**src/rtl/imc_pkg.sv**
```systemverilog
// rtl/imc_pkg.sv - shared types and defaults for the instruction memory controller
package imc_pkg;

  localparam int IMC_ADDR_W = 8;
  localparam int IMC_DATA_W = 8;

  typedef enum logic [1:0] {
    IDLE  = 2'd0,
    LOAD  = 2'd1,
    CLEAR = 2'd2
  } imcState_t;

endpackage

```
**src/rtl/imem_array.sv**
```systemverilog
// rtl/imem_array.sv - instruction storage, one synchronous write port, one async read port
// Contents are deliberately not reset so a program survives a controller reset.
module imem_array #(
  parameter int ADDR_W = 8,
  parameter int DATA_W = 8
) (
  input  logic              clk,
  input  logic              wrEn,
  input  logic [ADDR_W-1:0] wrAddr,
  input  logic [DATA_W-1:0] wrData,
  input  logic [ADDR_W-1:0] rdAddr,
  output logic [DATA_W-1:0] rdData
);

  logic [DATA_W-1:0] mem [2**ADDR_W];

  always_ff @(posedge clk) begin
    if (wrEn) begin
      mem[wrAddr] <= wrData;
    end
  end

  assign rdData = mem[rdAddr];

endmodule

```
**src/rtl/instr_mem_ctrl.sv**
```systemverilog
// rtl/instr_mem_ctrl.sv - fetch port, byte-stream loader and clear engine for the program memory
// The processor only runs from IDLE after a complete load, so it never fetches a partial program.
module instr_mem_ctrl
  import imc_pkg::*;
#(
  parameter int                ADDR_W = IMC_ADDR_W,
  parameter int                DATA_W = IMC_DATA_W,
  parameter logic [DATA_W-1:0] FILL   = '0
) (
  input  logic              CLK,
  input  logic              CLB,
  input  logic [ADDR_W-1:0] FromCPU_addr,
  output logic [DATA_W-1:0] ToCPU_instr,
  output logic              cpu_run,
  input  logic              ld_start,
  input  logic [ADDR_W-1:0] ld_base,
  input  logic [ADDR_W-1:0] ld_count,
  input  logic              ld_valid,
  output logic              ld_ready,
  input  logic [DATA_W-1:0] ld_data,
  input  logic              clr_start,
  output logic              done,
  output logic              busy,
  output logic [DATA_W-1:0] checksum
);

  localparam logic [ADDR_W-1:0] PTR_ONE  = {{(ADDR_W-1){1'b0}}, 1'b1};
  localparam logic [ADDR_W-1:0] PTR_TOP  = {ADDR_W{1'b1}};
  localparam logic [ADDR_W:0]   REM_ONE  = {{ADDR_W{1'b0}}, 1'b1};
  localparam logic [ADDR_W:0]   REM_FULL = {1'b1, {ADDR_W{1'b0}}};

  imcState_t         state;
  imcState_t         nextState;
  logic [ADDR_W-1:0] ptr;
  logic [ADDR_W:0]   remaining;
  logic              loaded;
  logic              accept;
  logic              lastAccept;
  logic              clearLast;
  logic              wrEn;
  logic [DATA_W-1:0] wrData;
  logic [DATA_W-1:0] rdData;

  assign accept     = (state == LOAD) && ld_valid;
  assign lastAccept = accept && (remaining == REM_ONE);
  assign clearLast  = (state == CLEAR) && (ptr == PTR_TOP);

  always_ff @(posedge CLK or posedge CLB) begin
    if (CLB) begin
      state <= IDLE;
    end else begin
      state <= nextState;
    end
  end

  always_comb begin
    nextState = state;
    case (state)
      IDLE: begin
        if (clr_start) begin
          nextState = CLEAR;
        end else if (ld_start) begin
          nextState = LOAD;
        end
      end
      LOAD: begin
        if (lastAccept) begin
          nextState = IDLE;
        end
      end
      CLEAR: begin
        if (clearLast) begin
          nextState = IDLE;
        end
      end
      default: nextState = IDLE;
    endcase
  end

  always_comb begin
    ld_ready    = (state == LOAD);
    busy        = (state != IDLE);
    cpu_run     = (state == IDLE) && loaded;
    ToCPU_instr = (state == IDLE) ? rdData : FILL;
    wrEn        = accept || (state == CLEAR);
    wrData      = (state == LOAD) ? ld_data : FILL;
  end

  // Pointer, byte budget and checksum; a zero count means a full-memory load.
  always_ff @(posedge CLK or posedge CLB) begin
    if (CLB) begin
      ptr       <= '0;
      remaining <= '0;
      checksum  <= '0;
      done      <= 1'b0;
      loaded    <= 1'b0;
    end else begin
      done <= lastAccept || clearLast;
      case (state)
        IDLE: begin
          if (clr_start) begin
            ptr <= '0;
          end else if (ld_start) begin
            ptr       <= ld_base;
            remaining <= (ld_count == '0) ? REM_FULL : {1'b0, ld_count};
            checksum  <= '0;
          end
        end
        LOAD: begin
          if (accept) begin
            ptr       <= ptr + PTR_ONE;
            remaining <= remaining - REM_ONE;
            checksum  <= checksum + ld_data;
            if (lastAccept) begin
              loaded <= 1'b1;
            end
          end
        end
        CLEAR: begin
          ptr <= ptr + PTR_ONE;
        end
        default: ;
      endcase
    end
  end

  imem_array #(
    .ADDR_W(ADDR_W),
    .DATA_W(DATA_W)
  ) uArray (
    .clk   (CLK),
    .wrEn  (wrEn),
    .wrAddr(ptr),
    .wrData(wrData),
    .rdAddr(FromCPU_addr),
    .rdData(rdData)
  );

endmodule

```
**config.mk**
```make
export PLATFORM = sky130hd
export DESIGN_NAME = instr_mem_ctrl
export DESIGN_NICKNAME = d
export VERILOG_FILES = /design/src/rtl/imc_pkg.sv /design/src/rtl/imem_array.sv /design/src/rtl/instr_mem_ctrl.sv
export SDC_FILE = /design/constraint.sdc
export NUM_CORES = 2
export LEC_CHECK = 0
export BUFFER_PORTS_ARGS = -buffer_cell sky130_fd_sc_hd__buf_2
export CORE_MARGIN = 2
export CORE_UTILIZATION = 63
export CTS_CLUSTER_DIAMETER = 80
export DETAILED_ROUTE_END_ITERATION = 12
export GPL_TIMING_DRIVEN = 0
export PLACE_DENSITY = 0.79
export RECOVER_POWER = 100
export SYNTH_ARGS = -nofsm -noshare
export SYNTH_HDL_FRONTEND = slang
export SYNTH_SLANG_ARGS = --single-unit
export TNS_END_PERCENT = 5
```
**constraint.sdc**
```tcl
create_clock -name CLK -period 7.55 [get_ports CLK]
set_clock_uncertainty 0.15 [all_clocks]
set_input_delay 1.51 -clock CLK [delete_from_list [all_inputs] [get_ports CLK]]
set_output_delay 1.51 -clock CLK [all_outputs]
set_load 0.1 [all_outputs]
```
# After elaboration in Yosys (flattened, before gate mapping)
# Memory sizes are Yosys's and may differ from the RTL's.
# Cells that the tools add are included.
[classes] addsub=3 n_bitwise=0 n_div=0 order_cmp=0 shifts=0 multipliers=0 n_eq_ne=10 n_mux=22 n_reduce_logical=15
[op_table] operator="$mux 8" count=8
[op_table] operator="$mux 9" count=4
[op_table] operator="$pmux 8 s3" count=1
[op_table] operator="$pmux 9 s2" count=1
[op_table] operator="$pmux 8 s2" count=1
[op_table] operator="$eq 9x1->1 const B" count=1
[op_table] operator="$reduce_and 3->1" count=3
[op_table] operator="$sub 9x1->9 const B" count=1
[op_table] operator="$add 8x1->8 const B" count=1
[op_table] operator="$add 8x8->8" count=1
[op_table] operator="$eq 8x8->1 const B" count=1
[op_table] operator="$logic_not 8->1" count=1
[op_table] operator="$mux 2" count=4
[op_table] operator="$ne 2x2->1 const B" count=3
[op_table] operator="$pmux 2 s3" count=1
[op_table] operator="$logic_and 1x1->1" count=4
[op_table] operator="$ne 2x1->1 const B" count=2
[op_table] operator="$reduce_and 4->1" count=1
[op_table] operator="$reduce_bool 2->1" count=2
[op_table] operator="$ne 3x3->1 const B" count=1
[op_table] operator="$reduce_bool 3->1" count=1
[op_table] operator="$eq 2x1->1 const B" count=1
[op_table] operator="$eq 2x2->1 const B" count=1
[op_table] operator="$logic_not 2->1" count=1
[op_table] operator="other kinds (2)" count=4
[totals] memories=1 ramBits=2048 elab_cells=57 latch_bits=0 reg_bits=29 rom_bits=0
[mem_list] memory="uArray.mem" depth=256 width=8 read_ports=1 rd_clocked_by_memory_dff=0 write_ports=1 line_no="imem_array.sv:15" source="logic [DATA_W-1:0] mem [2**ADDR_W];"

# Logic depth before layout (Yosys ltp)
[depth] ltp_word=5 ltp_mapped=10 depth_no_buf=8

# Modules after synthesis
# From an unflattened synthesis, not the netlist that was laid out.
[hier_totals] cells_unflattened=3965 area_unflattened_um2=81531.9
[by_module_without_submodules] module="imem_array" cells_per_inst=3725 area_per_inst_um2=79396.1 n_inst=1 seq_area_each_um2=61499.0
[by_module_without_submodules] module="instr_mem_ctrl" cells_per_inst=240 area_per_inst_um2=2135.8 n_inst=1 seq_area_each_um2=725.7

# Worst setup path before layout
# Ideal clock, no wire load.
[synth_timing] path_type="flip-flop to flip-flop" startpoint="register state[1]" endpoint="memory uArray.mem[0][0], data pin" stages_incl_launch_ff=7 setup_slack_ns=1.161 arrival_ns=5.372 synth_period_minus_slack_ns=6.389 setup_ns=0.867 path_cell_list="dfrtp_1 -> inv_1 -> ha_1 -> clkbuf_1 -> clkbuf_1 -> clkbuf_1 -> and2_1"
[synth_between] elab_chain_cells=2
[synth_lines] element="start: declaration" line_no="instr_mem_ctrl.sv:32" source="imcState_t state;"
[synth_lines] element="start signal: assignment" line_no="instr_mem_ctrl.sv:52" source="state <= nextState;"
[synth_lines] element="$eq 2x1->1"
[synth_lines] element="named net ld_ready" line_no="instr_mem_ctrl.sv:19" source="output logic ld_ready,"
[synth_lines] element="$mux 8" line_no="instr_mem_ctrl.sv:86" source="wrData = (state == LOAD) ? ld_data : FILL;"
[synth_lines] element="named net uArray.wrData[0]" line_no="imem_array.sv:10" source="input logic [DATA_W-1:0] wrData,"
[synth_lines] element="end: declaration" line_no="imem_array.sv:15"
# The timed path passes the listed nets, and every way through them passes these cells.

# Worst setup path after layout
[layout_timing] startpoint="input port FromCPU_addr[3]" endpoint="output port ToCPU_instr[5]"
[layout_between] elab_chain_cells=2
[layout_lines] element="start: declaration" line_no="instr_mem_ctrl.sv:12" source="input logic [ADDR_W-1:0] FromCPU_addr,"
[layout_lines] element="$mem_v2 256x8"
[layout_lines] element="$mux 8" line_no="instr_mem_ctrl.sv:84" source="ToCPU_instr = (state == IDLE) ? rdData : FILL;"
[layout_lines] element="end: declaration" line_no="instr_mem_ctrl.sv:13" source="output logic [DATA_W-1:0] ToCPU_instr,"
# No other way between the ends.

==> impl_metrics.yaml <==
outcome:
  outcome: "finished with violations"
  violations: "capacitance limit, slew limit, setup timing"
logic_synthesis:
  ys_seq_area_frac: 0.773
  synthesis.area_sq_um: 80500
  ys_top_cells_by_area: "edfxtp_1 76%, mux4_2 14%, nor2_1 1.5%, mux2i_1 1.1%, o22ai_1 1.1%"
  synth_top_area_frac: 0.764
  postSynth.asyncResetShare: 0.0140
  syn_nets: 3843
  synth_cell_types: 55
  yosys-top-cells-count: "2,048 x edfxtp_1, 496 x mux4_2, 317 x nor2_1"
  synth-xor-area-share: 0.000544
  ys_ff_latch: 2077
  ys.flop_type: "edfxtp_1"
  synth_fa_ha_area_frac: 0.00289
  ys_warn_count: 0
  synth_top_family_by_area: "multiplexers"
  synthMuxAreaShare: 0.152
  netlist_instances: 3788
  post-synth-top-area-cell: "edfxtp_1"
  syn_area_per_cell_sq_um: 21.3
  synth.most_common_cell: "edfxtp_1"
  synth_compound_area_frac: 0.0246
  synth-simple-area-share: 0.0305
  synth_edf_count: 2048
clock_tree:
  cts_sinks: 2077
  htree_levels: 4
  cts_tree: "done"
  post-cts-setup-buffers: 0
  clock-root-buffer: "clkbuf_16"
  hold_buffers: 0
  cts_buffer_depth: 3
  cts_made_buffers: 194
  clkSlewWorstSetupHoldPaths_ns: 0.06
  clk_latency_ns: 0.82
grt:
  antenna_found_initial: 13
  grt_pass1_wl_um: 333000
  grt_overflow: 0
  grt_max_degree: 91
  grt_pass1_vias: 42800
  track_usage: 0.377
hold_path:
  min_from: "loaded"
  whs_path_depth: 1
  hp-class: "flop to flop"
  hold_end: "loaded"
timing:
  finalSetupTns_ns: -0.228
  relSlewSlack: -1.90
  worstMarginPinSlew_ns: 4.34
  setup_violations: 1
  fmax_ghz: 0.129
  drv_slew: 1161
  rsz0062_at_grt: "no"
  period_needed_ns: 7.78
  report.final.hold_viol_count: 0
  worst_slack_ns: -0.228
  fin_crit_sh: 1.03
setup_path:
  required_ns: 5.89
  r2r-start: "state[1]"
  worstReg2RegEnd: "uArray.mem[88][6]"
  crit_path_end_kind: "output port"
  slowest_stage: "clkbuf_1"
  cp-start-kind: "input pin"
  crit_top_cell: "buf_2"
  cp.arrival_ns: 6.12
  max_stage_delay_ns: 0.83
  critPathMaxFanout: 10
  ff2ff_setup_slack_ns: 0.36
  path_delay_family: "simple AND/OR/NAND/NOR gates"
  worst-setup-path-type: "input pin to output port"
  critPathBufInv: 4
  ff2ff_path_depth: 9
  cp_cell_sequence: "buf_2, nor2_1, buf_2, nand3b_1, clkbuf_1, o22ai_1, nor4_1, nand3_1, nand4_1, clkbuf_2"
floorplanning:
  rows: 131
  die_area_sq_um: 131000
  die_w_um: 362
  core_area_sq_um: 127000
  start_util: 0.633
  io_pins: 57
  die_h_um: 362
power_and_ir_drop:
  seqPwrFrac: 0.519
  clock_power_share: 0.360
  power_density_nw_per_um2: 292
  p_comb_frac: 0.121
  swShare: 0.261
  power_mw: 26.1
  p_switching_mw: 6.81
  power.leakage_nw: 28.2
  ir_drop_uv: 573
  p_int_mw: 19.3
place:
  place_congestion: 1.00
  hpwlAfterDp_um: 158000
  numPortBuffers: 53
route:
  post_drt_via_cell_ratio: 7.50
  first_pass_iters: 9
  postRouteAntennaNets: 0
  dr_total_vias: 44200
  wl_per_cell_um: 41.2
  wirelength_um: 243000
  drc: 0
  drtIter0Drc: 8531
run:
  cap_viol_max_count: 24
layout:
  drive_gt1_frac: 0.227
  syn2layout_area_growth_pct: 10.8
  nNetsFinal: 4117
==> worst reg2reg max path, cell delays in order (launching register included) <==
cell,delay (ns)
dfrtp_1,0.42
inv_1,0.12
ha_1,0.20
clkbuf_1,0.25
clkbuf_1,0.41
clkbuf_1,0.33
and2_0,0.93
clkbuf_1,2.63
buf_16,0.36
clkbuf_4,0.95
==> cells in the final DEF (no fill, tap or decap), types with 32 or more instances in the layout <==
cell type and instances:
clkbuf_1 150, edfxtp_1 2048, nor4_1 35, clkbuf_16 200, nor2_1 317, o21ai_0 45, mux4_2 496, mux2i_1 89
o22ai_1 138, buf_4 35, nand2_1 51, buf_6 35, clkinv_2 32, clkinv_1 57, nand3_1 38, buf_2 95
==> routing by layer <==
layer / vias up / part of all wire / track usage
met2: 4386 / 0.44 / 0.533
met4: 12 / 0.078 / 0.241
met1: 22600 / 0.32 / 0.485
met5: - / 0.00044 / 0.00259
li1: 16400 / - / -
met3: 850 / 0.17 / 0.160
==> through the flow <==
| step | setup WS [ns] | std cells | hold slack, ns | cell area, sq um | utilization |
|---|---|---|---|---|---|
| floorplan | 1.16 | 3788 | 0.276 | 80500 | - |
| global placement | -2.72 | 5503 | 0.296 | 82900 | 0.652 |
| detailed placement | 0.364 | 5527 | 0.301 | 83600 | 0.657 |
| CTS | 0.325 | 5886 | 0.316 | 89500 | 0.704 |
| global route | 0.0868 | 5887 | 0.340 | 89200 | 0.701 |
| finish | -0.228 | 5898 | 0.313 | 89200 | 0.701 |
==> how the worst max path moves through the flow <==
stage	start	to	slack (ns)	cells past startpoint
floorplan	state[1]	uArray.mem[0][0]	1.16	6
global placement	state[1]	uArray.mem[88][4]	-2.72	6
detailed placement	FromCPU_addr[3]	ToCPU_instr[5]	0.36	10
CTS	FromCPU_addr[3]	ToCPU_instr[5]	0.32	10
global route	state[1]	uArray.mem[255][5]	0.09	9
finish	FromCPU_addr[3]	ToCPU_instr[5]	-0.23	10
==> state kept, by name, indices dropped and copies added, names as in the netlist <==
signal / count
checksum: 8
done: 1
loaded: 1
ptr: 8
remaining: 9
state: 2
uArray.mem: 2048
==> power by group through the flow <==
stage | clock network (mW) | registers, mW | logic [mW]
detailed placement | 0 | 13.7 | 3.08
finish | 9.39 | 13.5 | 3.14
CTS | 9.33 | 13.5 | 3.10
global placement | 0 | 14.1 | 2.79
floorplan | 0 | 14.0 | 1.58
global route | 9.75 | 13.5 | 3.20
==> final cells by class <==
| type | instances | area [sq um] |
|---|---|---|
| clock buffer | 250 | 5210 |
| inverter | 18 | 67.6 |
| tap | 1662 | 2080 |
| sequential | 2077 | 62200 |
| antenna | 11 | 27.5 |
| clock inverter | 109 | 771 |
| timing repair buffer | 78 | 582 |
| multi-input combinational | 1475 | 17000 |
| fill | 7254 | 38000 |
| buffer | 218 | 1290 |
==> cell families (layout without fill, tap and decap cells) <==
family / count (synthesis) / count (layout)
DFF: 2077 / 2077
other: 0 / 11
adders and majority gates: 18 / 18
muxes: 601 / 601
and+or+nand+nor: 546 / 546
AOI/OAI and AO/OA: 305 / 305
xor gates and xnor gates: 5 / 5
buffers and inverters: 236 / 673
==> timing repair <==
action,CTS,global route
endpoints found under the hold margin,0,0
gates resized for setup,0,3
setup endpoints to repair,0,1
No activity file was read; power rests on OpenSTA's default activity.
